## config.mk

```make
export PLATFORM = sky130hd
export DESIGN_NAME = vga_timing_gen
export DESIGN_NICKNAME = d
export VERILOG_FILES = /design/src/rtl/vga_timing_pkg.sv /design/src/rtl/vga_axis_cnt.sv /design/src/rtl/vga_timing_gen.sv
export SDC_FILE = /design/constraint.sdc
export NUM_CORES = 1
export LEC_CHECK = 0
export BUFFER_PORTS_ARGS = -buffer_cell sky130_fd_sc_hd__buf_2
export CAP_MARGIN = 20
export CORE_UTILIZATION = 50
export DETAILED_ROUTE_END_ITERATION = 16
export PLACE_DENSITY_LB_ADDON = 0.25
export SLEW_MARGIN = 30
export SYNTH_ARGS = -nofsm -noshare
export SYNTH_HDL_FRONTEND = slang
export SYNTH_SLANG_ARGS = --single-unit
```

## constraint.sdc

```tcl
create_clock -name clk -period 4.6 [get_ports clk]
set_input_delay 0.23 -clock clk [delete_from_list [all_inputs] [get_ports clk]]
set_output_delay 0.23 -clock clk [all_outputs]
set_load 0.05 [all_outputs]
```

## src/rtl/vga_timing_pkg.sv

```systemverilog
// Shared VGA timing constants (640x480@60 geometry) and display mode enumeration.
// Imported by vga_axis_cnt and vga_timing_gen.
package vga_timing_pkg;

  localparam int unsigned VGA_H_ACTIVE = 32'd640;
  localparam int unsigned VGA_H_FRONT  = 32'd16;
  localparam int unsigned VGA_H_SYNC   = 32'd96;
  localparam int unsigned VGA_H_BACK   = 32'd48;
  localparam int unsigned VGA_V_ACTIVE = 32'd480;
  localparam int unsigned VGA_V_FRONT  = 32'd10;
  localparam int unsigned VGA_V_SYNC   = 32'd2;
  localparam int unsigned VGA_V_BACK   = 32'd33;
  localparam int unsigned VGA_CW       = 32'd11;
  localparam int unsigned VGA_CLK_DIV  = 32'd4;

  typedef enum logic [1:0] {
    MODE_640X480   = 2'd0,
    MODE_800X600   = 2'd1,
    MODE_1024X768  = 2'd2,
    MODE_1280X1024 = 2'd3
  } vga_mode_e;

  function automatic int unsigned axis_total(input int unsigned act, input int unsigned front,
                                             input int unsigned sync, input int unsigned back);
    return act + front + sync + back;
  endfunction

endpackage

```

## src/rtl/vga_axis_cnt.sv

```systemverilog
// One timing axis: wrapping counter with sync decode registered from the next count,
// plus combinational wrap and next-active flags for the parent to combine.
module vga_axis_cnt
  import vga_timing_pkg::*;
#(
  parameter int unsigned ACTIVE = VGA_H_ACTIVE,
  parameter int unsigned FRONT  = VGA_H_FRONT,
  parameter int unsigned SYNC   = VGA_H_SYNC,
  parameter int unsigned BACK   = VGA_H_BACK,
  parameter logic        POL    = 1'b0,
  parameter int unsigned CW     = VGA_CW
) (
  input  logic          clk,
  input  logic          rst_n,
  input  logic          en,
  output logic [CW-1:0] cnt,
  output logic          sync,
  output logic          act_nxt,
  output logic          wrap
);

  localparam int unsigned   TOTAL    = axis_total(ACTIVE, FRONT, SYNC, BACK);
  localparam logic [CW-1:0] CNT_LAST = CW'(TOTAL - 32'd1);
  localparam logic [CW-1:0] CNT_ONE  = CW'(32'd1);
  localparam logic [CW-1:0] SYNC_LO  = CW'(ACTIVE + FRONT);
  localparam logic [CW-1:0] SYNC_HI  = CW'(ACTIVE + FRONT + SYNC);
  localparam logic [CW-1:0] ACT_HI   = CW'(ACTIVE);

  logic [CW-1:0] cnt_r;
  logic [CW-1:0] cnt_nxt_s;
  logic          sync_r;
  logic          sync_nxt_s;
  logic          at_last_s;

  // Next count and sync level, so the registered sync lines up with the registered count.
  always_comb begin
    at_last_s  = (cnt_r == CNT_LAST);
    cnt_nxt_s  = cnt_r;
    sync_nxt_s = ~POL;
    if (en) begin
      if (at_last_s) begin
        cnt_nxt_s = {CW{1'b0}};
      end else begin
        cnt_nxt_s = cnt_r + CNT_ONE;
      end
    end else begin
      cnt_nxt_s = cnt_r;
    end
    if ((cnt_nxt_s >= SYNC_LO) && (cnt_nxt_s < SYNC_HI)) begin
      sync_nxt_s = POL;
    end else begin
      sync_nxt_s = ~POL;
    end
  end

  // Counter and sync state.
  always_ff @(posedge clk or negedge rst_n) begin
    if (!rst_n) begin
      cnt_r  <= {CW{1'b0}};
      sync_r <= ~POL;
    end else begin
      cnt_r  <= cnt_nxt_s;
      sync_r <= sync_nxt_s;
    end
  end

  assign cnt     = cnt_r;
  assign sync    = sync_r;
  assign act_nxt = (cnt_nxt_s < ACT_HI);
  assign wrap    = en & at_last_s;

endmodule

```

## src/rtl/vga_timing_gen.sv

```systemverilog
// VGA raster timing generator: pixel/line counters, sync strobes, active flag, start pulses.
// Optional macro VGA_TIMING_CLKDIV_EN replaces PIX_CE with an internal divide-by-CLK_DIV enable.
module vga_timing_gen
  import vga_timing_pkg::*;
#(
  parameter int unsigned H_ACTIVE = VGA_H_ACTIVE,
  parameter int unsigned H_FRONT  = VGA_H_FRONT,
  parameter int unsigned H_SYNC   = VGA_H_SYNC,
  parameter int unsigned H_BACK   = VGA_H_BACK,
  parameter int unsigned V_ACTIVE = VGA_V_ACTIVE,
  parameter int unsigned V_FRONT  = VGA_V_FRONT,
  parameter int unsigned V_SYNC   = VGA_V_SYNC,
  parameter int unsigned V_BACK   = VGA_V_BACK,
  parameter logic        H_POL    = 1'b0,
  parameter logic        V_POL    = 1'b0,
  parameter int unsigned CW       = VGA_CW,
  parameter int unsigned CLK_DIV  = VGA_CLK_DIV
) (
  input  logic          clk,
  input  logic          rst_n,
  input  logic          pix_ce,
  output logic [CW-1:0] x_pix,
  output logic [CW-1:0] y_pix,
  output logic          hsync,
  output logic          vsync,
  output logic          active,
  output logic          line_start,
  output logic          frame_start
);

  localparam int unsigned H_TOTAL   = axis_total(H_ACTIVE, H_FRONT, H_SYNC, H_BACK);
  localparam int unsigned V_TOTAL   = axis_total(V_ACTIVE, V_FRONT, V_SYNC, V_BACK);
  localparam int unsigned MAX_TOTAL = (H_TOTAL > V_TOTAL) ? H_TOTAL : V_TOTAL;

  if ((CW < 32'd32) && ((64'd1 << CW) <= 64'(MAX_TOTAL))) begin : g_cw_too_small
    $error("vga_timing_gen: CW too narrow for H_TOTAL/V_TOTAL");
  end
  if (CLK_DIV < 32'd1) begin : g_bad_clk_div
    $error("vga_timing_gen: CLK_DIV must be at least 1");
  end

  logic pix_en_s;
  logic h_wrap_s;
  logic v_wrap_s;
  logic h_act_nxt_s;
  logic v_act_nxt_s;
  logic active_r;
  logic line_start_r;
  logic frame_start_r;

`ifdef VGA_TIMING_CLKDIV_EN
  localparam int unsigned    DIV_W    = (CLK_DIV > 32'd1) ? $clog2(CLK_DIV) : 32'd1;
  localparam logic [DIV_W-1:0] DIV_LAST = DIV_W'(CLK_DIV - 32'd1);
  localparam logic [DIV_W-1:0] DIV_ONE  = DIV_W'(32'd1);

  logic [DIV_W-1:0] div_r;

  // Modulo-CLK_DIV divider; the enable fires on its last count.
  always_ff @(posedge clk or negedge rst_n) begin
    if (!rst_n) begin
      div_r <= {DIV_W{1'b0}};
    end else if (div_r == DIV_LAST) begin
      div_r <= {DIV_W{1'b0}};
    end else begin
      div_r <= div_r + DIV_ONE;
    end
  end

  assign pix_en_s = (div_r == DIV_LAST);
`else
  assign pix_en_s = pix_ce;
`endif

  vga_axis_cnt #(
    .ACTIVE (H_ACTIVE),
    .FRONT  (H_FRONT),
    .SYNC   (H_SYNC),
    .BACK   (H_BACK),
    .POL    (H_POL),
    .CW     (CW)
  ) u_h_axis (
    .clk     (clk),
    .rst_n   (rst_n),
    .en      (pix_en_s),
    .cnt     (x_pix),
    .sync    (hsync),
    .act_nxt (h_act_nxt_s),
    .wrap    (h_wrap_s)
  );

  vga_axis_cnt #(
    .ACTIVE (V_ACTIVE),
    .FRONT  (V_FRONT),
    .SYNC   (V_SYNC),
    .BACK   (V_BACK),
    .POL    (V_POL),
    .CW     (CW)
  ) u_v_axis (
    .clk     (clk),
    .rst_n   (rst_n),
    .en      (h_wrap_s),
    .cnt     (y_pix),
    .sync    (vsync),
    .act_nxt (v_act_nxt_s),
    .wrap    (v_wrap_s)
  );

  // Active flag and start pulses registered alongside the counters; a wrap shows as a pulse at count 0.
  always_ff @(posedge clk or negedge rst_n) begin
    if (!rst_n) begin
      active_r      <= 1'b1;
      line_start_r  <= 1'b0;
      frame_start_r <= 1'b0;
    end else begin
      active_r      <= h_act_nxt_s & v_act_nxt_s;
      line_start_r  <= h_wrap_s;
      frame_start_r <= v_wrap_s;
    end
  end

  assign active      = active_r;
  assign line_start  = line_start_r;
  assign frame_start = frame_start_r;

endmodule
```

==> results.py <==
metrics = {
    "run_status": {
        "status": "completed",
    },
    "clock_tree": {
        "cts_made_buffers": 3,
        "root_buffer": "clkbuf_4",
        "clockBufferDepth": 2,
        "cts_tree": "built",
        "cts_sinks": 27,
        "htreeDepth": 1,
        "post_cts_buffers": 0,
        "clk_pin_slew_ns": 0.16,
        "clkLatencyLatePin_ns": 0.34,
    },
    "routing": {
        "first_pass_iters": 4,
        "first_iter_violations": 47,
        "viasPerCell": 5.97,
        "wl_mm": 3.56,
        "via_count": 1403,
        "ant_nets": 0,
        "wl_per_cell_um": 15.2,
        "drc_errors": 0,
    },
    "placed_design": {
        "routabilityCongestion": 0.875,
        "io_buffers": 29,
        "placed_cell_area_um2": 1740,
        "post-place-ws_ns": 2.41,
        "hpwl_mm": 2.58,
    },
    "power_and_ir_drop": {
        "total_power_mw": 0.644,
        "p_int_mw": 0.360,
        "ir_drop_uv": 392,
        "switching_share_pct": 44.2,
        "leakage_nw": 0.827,
        "combPwrFrac_pct": 33.6,
        "clkPwrFrac_pct": 16.6,
        "seq_power_share_pct": 49.8,
        "p_per_area_nw_per_um2": 362,
        "switchingPower_mw": 0.285,
    },
    "sta": {
        "relSlewSlack_pct": 60.0,
        "tightest_slew_ns": 0.600,
        "rsz0062_at_grt": "false",
        "maxSlewViolCount": 0,
        "min_period_ns": 2.25,
        "setup_viol_count_final": 0,
        "period_share_pct": 49.0,
        "fmax_mhz": 444,
        "fin_setup_tns_ns": 0,
        "setup_ws_ns": 2.35,
        "skew_ns": 0.0142,
        "hold_violations": 0,
    },
    "floorplan": {
        "start_util_pct": 52.9,
        "die_h_um": 58.8,
        "coreArea_um2": 3050,
        "die-area_um2": 3460,
        "rows": 20,
        "die_w_um": 58.8,
        "io_pins": 30,
    },
    "hold_path": {
        "hold_path.class": "in -> reg",
        "hold_depth": 3,
    },
    "finish": {
        "post-route-util_pct": 58.2,
        "diodes": 0,
        "fin_nets": 198,
        "syn2layout_area_growth_pct": 10.1,
        "final_cell_area_um2": 1780,
        "drive_gt1_share_pct": 23.0,
    },
    "logic_synthesis": {
        "syn_area_um2": 1620,
        "synth_top_cell_area_share_pct": 37.2,
        "ys_seq_elements": 27,
        "ys_seq_area_share_pct": 42.1,
        "avgSynthCellArea_um2": 9.67,
        "ys.warnings.count": 0,
        "ys_types": 45,
        "synth_top_area_cell": "dfrtp_1",
        "syn-num-nets": 173,
        "synthTopCellsByArea": "dfrtp_1 (37%), dfstp_2 (4.9%), and4_1 (4.3%), xnor2_1 (4.3%), o21ai_0 (3.7%)",
        "netlist_instances": 167,
    },
    "grt": {
        "antenna_found_initial": 0,
        "grt_util_met3_pct": 1.98,
        "grt_use_met2_pct": 35.7,
        "first_global_vias": 1220,
        "top_usage_layer": "met2",
        "grt-ovfl-total": 0,
        "grt_pass1_wl_mm": 5.75,
        "grt_usage_pct": 22.1,
        "grt_start_max_net_pins": 28,
        "use_met1_pct": 31.3,
    },
    "worst_setup_path": {
        "path_max_fanout": 14,
        "arrival_ns": 2.55,
        "cp_slowest_stage_delay_ns": 0.45,
        "path_cells": "ha_1 -> and3_1 -> nand3_2 -> inv_1 -> a21oi_1 -> a2bb2oi_1 -> and4bb_1",
        "required_ns": 4.89,
        "worstSetupPathType": "reg -> reg",
        "r2r_cells": 7,
        "slowest_stage": "dfrtp_1",
        "critPathLaunchType": "flip-flop",
        "cp-end-kind": "flip-flop",
    },
    "job": {
        "drv_cap": 0,
    },
}
==> synthesized netlist by cell type, drive strengths merged <==
cell type	n
nor2b	1
xnor2	8
a2bb2oi	1
a41o	1
and4b	1
nand2	15
inv	6
nor4	1
a211o	1
o211ai	1
buf	10
o31ai	2
nand3	12
o311ai	1
a21oi	4
o2111ai	2
nand4	9
a32o	1
nor3	2
o32ai	1
dfrtp	24
mux2i	2
nor2	11
a2111oi	1
and4bb	2
and2	3
nand2b	2
or3	1
a21boi	1
nor4b	1
and4	8
a21o	2
o21ai	12
a31oi	3
xor2	2
ha	3
and3	4
dfstp	3
or2	1
or4	1
==> critical path, delay by kind of cell (launching register included) <==
kind | cells | cell delay, ns
AND/OR/NAND/NOR | 3 | 0.79
flip-flops | 1 | 0.45
buffers and inverters | 1 | 0.41
AO/OA/AOI/OAI | 2 | 0.30
adder cells (fa/ha/maj) | 1 | 0.26
==> power by group through the flow <==
stage | logic [mW] | registers (mW) | clock network [mW]
finish | 0.217 | 0.321 | 0.107
global route | 0.232 | 0.328 | 0.116
CTS | 0.218 | 0.320 | 0.110
detailed placement | 0.216 | 0.325 | 0
global placement | 0.215 | 0.322 | 0
floorplan | 0.103 | 0.398 | 0
==> placed cells by master (no fill, tap or decap), types with 2 or more instances in the layout <==
master / netlist / routed
a21o_1: 2 / 2
a21oi_1: 3 / 3
a31oi_1: 3 / 3
and2_1: 3 / 3
and3_1: 4 / 4
and4_1: 8 / 8
buf_2: 6 / 29
clkbuf_4: 0 / 3
dfrtp_1: 24 / 24
dfstp_2: 3 / 3
ha_1: 3 / 3
inv_1: 6 / 6
mux2i_1: 2 / 2
nand2_1: 15 / 15
nand2b_1: 2 / 2
nand3_1: 11 / 11
nand4_1: 8 / 8
nor2_1: 11 / 11
nor3_1: 2 / 2
o2111ai_1: 2 / 2
o21ai_0: 12 / 12
o31ai_1: 2 / 2
xnor2_1: 8 / 8
xor2_1: 2 / 2
==> state kept, by name, summed over array words and instances, names as in the netlist <==
signal	cells
active	1
frame_start	1
line_start	1
u_h_axis.cnt	11
u_h_axis.sync	1
u_v_axis.cnt	11
u_v_axis.sync	1
==> path summary, 6_finish.rpt <==
check / from / to / slack [ns]
max: u_h_axis.cnt[0]$_DFF_PN0_ / active$_DFF_PN1_ / 2.35
min: pix_ce / u_h_axis.cnt[2]$_DFF_PN0_ / 0.22
max reg2reg: u_h_axis.cnt[0]$_DFF_PN0_ / active$_DFF_PN1_ / 2.35
min reg2reg: u_v_axis.cnt[9]$_DFF_PN0_ / u_v_axis.cnt[9]$_DFF_PN0_ / 0.59
max in group asynchronous: rst_n / u_v_axis.cnt[10]$_DFF_PN0_ / 3.78
min in group asynchronous: rst_n / frame_start$_DFF_PN0_ / 0.42
==> metrics by stage <==
stage               cells  hold WS [ns]
floorplan             167       -0.0656
global placement      230         0.265
detailed placement    230         0.275
CTS                   235         0.216
global route          235         0.257
finish                235         0.219
==> logic make-up after synthesis <==
family	synth area share, %
AO/OA/AOI/OAI	14.2
XOR/XNOR	5.42
adder cells (fa/ha/maj)	2.32
buffers and inverters	6.04
flip-flops	42.1
multiplexers	1.24
AND/OR/NAND/NOR	28.7
==> routing by layer <==
metal  wire length [um]  share of wire [%]
met5                  0                  0
met3                142                4.0
met4                 40                1.1
met1               1690                 47
met2               1690                 47
==> cell type report <==
cell class | instances | area [um^2]
timing repair buffer | 30 | 155
multi-input combinational | 124 | 838
tap | 44 | 55.1
sequential | 27 | 679
clock buffer | 3 | 22.5
fill | 298 | 1270
clock inverter | 1 | 5.00
inverter | 6 | 22.5
==> repair_timing <==
item,in CTS,in global routing
hold endpoints to repair,24,0
hold buffers,1,0
endpoints found under the setup margin,0,0
resized for setup,0,0
Note: power is estimated with default switching activity, not from simulation.
